### config.mk
export PLATFORM = sky130hd
export DESIGN_NAME = sample_serializer
export DESIGN_NICKNAME = d
export VERILOG_FILES = /design/src/rtl/sample_serializer.sv
export SDC_FILE = /design/constraint.sdc
export NUM_CORES = 1
export LEC_CHECK = 0
export BUFFER_PORTS_ARGS = -buffer_cell sky130_fd_sc_hd__buf_2
export CAP_MARGIN = 20
export CORE_ASPECT_RATIO = 2
export CORE_MARGIN = 10
export CORE_UTILIZATION = 40
export DETAILED_ROUTE_END_ITERATION = 6
export HOLD_SLACK_MARGIN = 0.06
export PLACE_DENSITY_LB_ADDON = 0.2
export SYNTH_ARGS = -nofsm -noshare
export SYNTH_HDL_FRONTEND = slang
export SYNTH_SLANG_ARGS = --single-unit
### constraint.sdc
create_clock -name clk -period 2.3 [get_ports clk]
set_clock_uncertainty 0.1 [all_clocks]
set_input_delay 0.345 -clock clk [delete_from_list [all_inputs] [get_ports clk]]
set_output_delay 0.345 -clock clk [all_outputs]
set_load 0.03 [all_outputs]
### src/rtl/sample_serializer.sv
// -----------------------------------------------------------------------------
// sample_serializer
//
// Consumer end of the tone generator sample-request handshake, feeding a
// left-justified serial DAC. The block asks the generator for one sample per
// audio frame, captures it, and shifts the same 16-bit mono sample out on both
// the left and right half-frames, MSB first.
//
// Handshake with the generator:
//   generate_next_sample is a registered one-cycle request strobe. The
//   generator answers at any later time with a one-cycle new_sample_ready
//   strobe and sample_in valid in that same cycle. A sample is consumed at
//   most once. In RUN, the newest answer before the frame reload wins. If no
//   answer arrived, the previous sample is repeated and underrun latches.
//   Requests are never retried. Disabling the block abandons any open request.
//
// Serial framing (BCLK_HALF clk cycles per bclk half-period):
//   - bclk toggles every BCLK_HALF cycles while running. A 1->0 toggle is a
//     "fall event"; sdata and lrck only change on fall events.
//   - One frame is 32 bclk periods: bits 0-15 are left (lrck=0) and bits
//     16-31 are right (lrck=1).
//   - The receiver samples on bclk rising edges.
//
// Ports:
//   clk                  system clock, rising edge
//   reset                asynchronous active-low reset
//   en                   run enable (level)
//   sample_in[15:0]      two's-complement sample, valid with new_sample_ready
//   new_sample_ready     one-cycle strobe from the generator
//   generate_next_sample one-cycle request strobe to the generator
//   bclk                 serial bit clock
//   lrck                 0 = left half-frame, 1 = right half-frame
//   sdata                serial data, MSB first
//   underrun             sticky: a frame started without a fresh sample
//   fsm_state[1:0]       debug view of the controller state
//                        (0 = IDLE, 1 = PRIME, 2 = RUN)
// -----------------------------------------------------------------------------
module sample_serializer #(
  parameter int BCLK_HALF = 4
) (
  input  logic        clk,
  input  logic        reset,
  input  logic        en,
  input  logic [15:0] sample_in,
  input  logic        new_sample_ready,
  output logic        generate_next_sample,
  output logic        bclk,
  output logic        lrck,
  output logic        sdata,
  output logic        underrun,
  output logic [1:0]  fsm_state
);

  // The divider only has to hold 0..BCLK_HALF-1. Keep at least one bit so a
  // degenerate parameter still elaborates.
  localparam int               DIV_W    = (BCLK_HALF > 1) ? $clog2(BCLK_HALF) : 1;
  localparam logic [DIV_W-1:0] DIV_LAST = DIV_W'(BCLK_HALF - 1);

  typedef enum logic [1:0] {
    IDLE  = 2'd0,
    PRIME = 2'd1,
    RUN   = 2'd2
  } state_t;

  state_t            state;
  logic [DIV_W-1:0]  div_cnt;
  logic [4:0]        bit_cnt;
  logic [31:0]       shreg;
  logic [15:0]       hold;
  logic              hold_valid;

  logic              div_wrap;
  logic              fall_evt;
  logic [4:0]        bit_next;

  // bclk toggles on the wrap cycle. The toggle is a fall event when bclk is
  // currently high.
  assign div_wrap  = (div_cnt == DIV_LAST);
  assign fall_evt  = div_wrap & bclk;
  // The 5-bit counter wraps 31 -> 0 naturally at the frame boundary.
  assign bit_next  = bit_cnt + 5'd1;

  // shreg is cleared whenever the block is not running, so sdata is 0 there.
  assign sdata     = shreg[31];
  assign fsm_state = state;

  always_ff @(posedge clk or negedge reset) begin
    if (!reset) begin
      state                <= IDLE;
      div_cnt              <= '0;
      bit_cnt              <= 5'd0;
      shreg                <= 32'd0;
      hold                 <= 16'd0;
      hold_valid           <= 1'b0;
      bclk                 <= 1'b0;
      lrck                 <= 1'b0;
      underrun             <= 1'b0;
      generate_next_sample <= 1'b0;
    end else begin
      // The request strobe is a single-cycle pulse unless set again below.
      generate_next_sample <= 1'b0;

      case (state)
        IDLE: begin
          div_cnt <= '0;
          bit_cnt <= 5'd0;
          bclk    <= 1'b0;
          lrck    <= 1'b0;
          shreg   <= 32'd0;
          // Generator strobes are ignored here. The PRIME exchange fully
          // reloads hold and hold_valid before they are used again.
          if (en) begin
            state                <= PRIME;
            generate_next_sample <= 1'b1;
          end
        end

        PRIME: begin
          if (!en) begin
            state <= IDLE;
          end else if (new_sample_ready) begin
            // The primed sample goes straight into the shifter for frame 0.
            // hold keeps a copy so that an unanswered first-frame request
            // repeats it. hold_valid stays 0 because the copy has already
            // been consumed.
            hold       <= sample_in;
            shreg      <= {sample_in, sample_in};
            hold_valid <= 1'b0;
            div_cnt    <= '0;
            bit_cnt    <= 5'd0;
            bclk       <= 1'b0;
            lrck       <= 1'b0;
            state      <= RUN;
          end
        end

        RUN: begin
          if (!en) begin
            // Disable beats a simultaneous fall event: no shift, no request.
            state   <= IDLE;
            div_cnt <= '0;
            bit_cnt <= 5'd0;
            bclk    <= 1'b0;
            lrck    <= 1'b0;
            shreg   <= 32'd0;
          end else begin
            div_cnt <= div_wrap ? '0 : div_cnt + DIV_W'(1);
            if (div_wrap) begin
              bclk <= ~bclk;
            end

            if (fall_evt) begin
              bit_cnt <= bit_next;
              lrck    <= bit_next[4];

              if (bit_cnt == 5'd31) begin
                // Frame boundary: load the next sample for both channels.
                // Without a fresh answer the old hold is replayed.
                shreg <= {hold, hold};
                if (!hold_valid) begin
                  underrun <= 1'b1;
                end
                hold_valid <= 1'b0;
              end else begin
                shreg <= {shreg[30:0], 1'b0};
              end

              // The request goes out at mid-frame. This gives the generator
              // just under half a frame before the reload.
              if (bit_cnt == 5'd15) begin
                generate_next_sample <= 1'b1;
              end
            end

            // This capture comes after the reload code, so a strobe that
            // coincides with the reload fall event sets hold_valid for the
            // following frame. It does not feed the reload in progress.
            if (new_sample_ready) begin
              hold       <= sample_in;
              hold_valid <= 1'b1;
            end
          end
        end

        default: begin
          state <= IDLE;
        end
      endcase
    end
  end

endmodule

; Word-level counts from Yosys, hierarchy flattened
; Cells that the tools add are included.
[totals]
ff_bits = 62
in_bits = 20
output_inout_bits = 7
[classes]
add_sub_neg = 2
eq_ne = 15
muxes = 39
bitwise_logic = 3
reduce_logical = 11
[ops]
columns = operator, n
row1 = 32-bit 2-to-1 mux, 5
row2 = 32-bit one-hot mux with 3 select lines, 1
row3 = 5-bit 2-to-1 mux, 4
row4 = 2-bit 2-to-1 mux, 8
row5 = "3-bit inequality test, second input constant", 5
row6 = 5-bit one-hot mux with 3 select lines, 1
row7 = 1-bit 2-to-1 mux, 14
row8 = 2-bit one-hot mux with 3 select lines, 2
row9 = "2-bit inequality test, second input constant", 5
row10 = 3-bit AND reduction, 3
row11 = 4-bit AND reduction, 2
row12 = 1-bit one-hot mux with 3 select lines, 2
row13 = 6-bit AND reduction, 1
row14 = "5-bit by 1-bit adder with 5-bit output, second input constant", 1
row15 = "5-bit by 4-bit == test with 1-bit output, second input constant", 1
row16 = "5-bit == test, second input constant", 1
row17 = 5-bit AND reduction, 1
row18 = "2-bit == test, second input constant", 2
row19 = 1-bit one-hot mux with 2 select lines, 2
row20 = 3-bit nonzero test, 1
row21 = "2-bit by 1-bit adder with 2-bit output, second input constant", 1
row22 = "2-bit by 1-bit == test with 1-bit output, second input constant", 1
row23 = 2-bit zero test, 1
row24 = 1-bit inverter, 2
row25 = 3 further kinds, 3

; Depth between registers and ports, before layout
[depth]
depth_word = 6
ltp_mapped = 9
ltp_nobuf = 7

; Worst setup path after synthesis
; OpenSTA, ideal clock, no wires.
[synth_path]
path_type = register -> register
startpoint = register state[0] (netlist: fsm_state[0])
endpoint = register shreg[10]
setup_time_ns = 0.122
arrival_ns = 1.904
required_ns = 2.078
slack_ns = 0.175
stages_incl_launch_ff = 9
n_path_buf = 3
period_less_slack_ns = 2.125
path_cell_list = dfrtp_1 > inv_1 > ha_1 > and2_4 > buf_6 > a221oi_4 > buf_8 > buf_12 > a21oi_2
[synth_between]
elab_chain_len = 3
word_cells_on_any_way = 9
cone_classes = eq/ne: 5 / mux: 1 / reduce/logical: 3
[synth_lines]
columns = item, line_no
row1 = start: declaration, 65  ; state_t state;
row2 = start signal: assignment, 89  ; state <= IDLE;
row3 = start signal: assignment, 113  ; state <= PRIME;
row4 = start signal: assignment, 120  ; state <= IDLE;
row5 = "2-bit == test, or another cell as far along", 103  ; case (state)
row6 = "3-bit inequality test (no line), or another cell as far along", -
row7 = 4-bit AND reduction (no line), -
row8 = end signal: assignment, 127  ; shreg <= {sample_in, sample_in};
row9 = end signal: assignment, 159  ; shreg <= {hold, hold};
row10 = end signal: assignment, 165  ; shreg <= {shreg[30:0], 1'b0};
row11 = end: declaration, 68  ; logic [31:0] shreg;
; Parallel ways exist; a longest one is shown, timed or not.
; A chain may end at the register's enable or synchronous reset.

; Worst setup path in the final report
[layout_path]
startpoint = register state[0] (netlist: fsm_state[0])
endpoint = register shreg[26]
; Same word-level chain as after synthesis.

==> results.md <==
* Post-synth EDFFs at 0
* Post-Syn Area at 0.00331 mm²
* Post-route setup slack at 0.247 ns
* DRT iter0 DRCs at 72
* Largest area contributor in the netlist: dfrtp_1
* Worst setup SP type: flop
* Place WS at 0.260 ns
* Via count at 2442
* Hold Vio Cnt, Final at 0
* Post-cts resize count at 0
* CP max stage delay at 0.46 ns
* Final Cell Area at 0.00379 mm²
* Final setup viols at 0
* Syn-to-layout area delta at 14.3%
* Total gr overflow at 0
* Share of the yosys chip area belonging to registers at 0.461
* Minimum clock period at 2.05 ns
* RSZ-0062 raised after global routing: no
* Final nets at 390
* Max-slew violation count at 0
* RePlAce Congestion at 0.764
* Cell with the most instances after synthesis: a21oi_1
* Worst Path Arrival at 2.20 ns
* Gate Count Post-Synth at 339
* Post-synth top area share at 0.461
* CP required at 2.45 ns
* P per Cell Area at 1320 mW/mm²
* CP cell instances: inv_1 > ha_1 > and2_4 > a221oi_4 > buf_12 > nor2_1 > a21oi_2
* Largest net degree at the start of global routing at 48
* Area after DPL at 0.00351 mm²
* Top post-synthesis cells by count: 64 x a21oi_1, 61 x dfrtp_1, 33 x nor2_1, 31 x a21oi_2, 30 x nand2b_1
* Slowest cell on the critical path: a221oi_4
* Setup TNS at 0 ns
* CTS tree: done
* Slew HR at 0.677
* # Post-CTS Setup Buffers at 0
* Post-route insts no fill at 460
* Syn Nets at 368
* # port buffers at 26
* Final WL at 7.25 mm
* Number of global-route vias before repair at 2676
* Clock root cell: clkbuf_16
* Maximum clock rate at 487 MHz
* Endpoint class of the critical path: flop
* Layout cells sized above 1 at 0.269
* Ant diodes at 0
* Async SR Flop Fraction at 1.00
* Die area at 0.0125 mm²
* Total power at 5.01 mW
* Leakage power total at 1.63 nW
* Setup Crit Path Kind: flop to flop
* Synth top area cells: dfrtp_1 46%, a21oi_1 9.7%, a21oi_2 8.2%
* Final core utilization at 0.473
* Top_reg_cell synth: dfrtp_1
* Final ANT Viol Nets at 0
* First-pass GRT wire length at 12.5 mm
* CTS Sinks at 61
* R2R Setup Slk at 0.25 ns
* Overall routing resource usage at 0.122
* Drt pass-1 iters at 4
* Worst-margin pin slew at 0.484 ns
* Period utilisation layout at 0.893
* Synth Register Bits at 61
* Core footprint at 0.00800 mm²
* Clk buf depth at 2
* Initial core utilization at 0.414
* H-tree levels at 3
* Synth warnings at 0
* WL/cell at 15.8 µm
* Status: complete, no violations
* Reg clk slew, reported paths at 0.05 ns
* Initial antenna violation count at 0
* Synth cell types at 37
* Max_cap viols at 0
* Critical path fanouts, max at 37
* # fillers at 757
* Syn_area_per_cell at 9.77 µm²
* Final hold slack at 0.184 ns
* Remaining DRCs at 0
* Die Ht at 149 µm
* Number of buffers created by CTS at 9
* IO Pins at 27
* Detailed Place HPWL at 4.83 mm
* Inst Count DP at 445
* Via/cell ratio at 5.31
* Die width at 84.4 µm
* Worst skew pair latency at 0.33 ns
* Max VDD drop at 0.000618 V
* Site row count at 46
* Worst hold path class: input pin to flop
[cell usage in the layout (no fill, tap or decap), types with 6 or more instances in the layout]
cell type,count
dfrtp_1,61
ha_1,9
buf_12,6
a21oi_1,64
nand2b_1,30
mux2_2,16
nand3_1,7
clkbuf_16,9
nor2_1,33
nand2_1,23
a21oi_2,31
buf_2,26
o21ai_0,8
inv_1,8
[critical path, delay by kind of cell (launching register included)]
kind | cells | cell delay (ns)
buf+inv | 2 | 0.37
flops | 1 | 0.38
simple gates | 2 | 0.28
fa+ha+maj | 1 | 0.27
compound gates | 2 | 0.57
[flip-flops by register name, indices dropped and copies added (netlist names)]
name                  cells
bit_cnt                   4
bclk                      1
hold_valid                1
generate_next_sample      1
div_cnt                   2
underrun                  1
fsm_state                 2
hold                     16
shreg                    32
lrck                      1
[routing by layer]
metal  wire [µm]  track usage  vias up
li1            -            -     1206
met5           0            0        -
met1        3000        0.126     1195
met2        3910        0.221       30
met3         198       0.0306       11
met4         145       0.0621        0
[worst paths after layout]
check                              from   endpoint  cells past startpoint
max                        fsm_state[0]  shreg[26]                      7
min                        sample_in[9]    hold[9]                      2
max reg2reg                fsm_state[0]  shreg[26]                      7
min reg2reg                    underrun   underrun                      1
max in group asynchronous         reset   shreg[8]                      3
min in group asynchronous         reset    hold[2]                      2
[cells by family after synthesis]
logic type	synth area share
fa+ha+maj	0.0340
compound gates	0.230
flops	0.461
mux	0.0604
simple gates	0.150
buf+inv	0.0657
[report_power, final]
part	switching, mW	internal, mW
sequential	0.224	1.52
combinational	1.17	0.885
clock	0.445	0.770
[layout make-up]
class / instances / area (µm²) / area share
multi-input combinational: 246 / 1570 / 0.414
tap: 96 / 120 / 0.0317
inverter: 8 / 30.0 / 0.00793
clock inverter: 2 / 10.0 / 0.00264
clock buffer: 12 / 256 / 0.0677
timing repair buffer: 35 / 275 / 0.0727
sequential: 61 / 1530 / 0.403
[timing repair]
item	4_1_cts	5_1_grt
hold buffers	1	0
hold endpoints to repair	17	0
endpoints found under the setup margin	0	0
(Power assumes the default switching activity.)
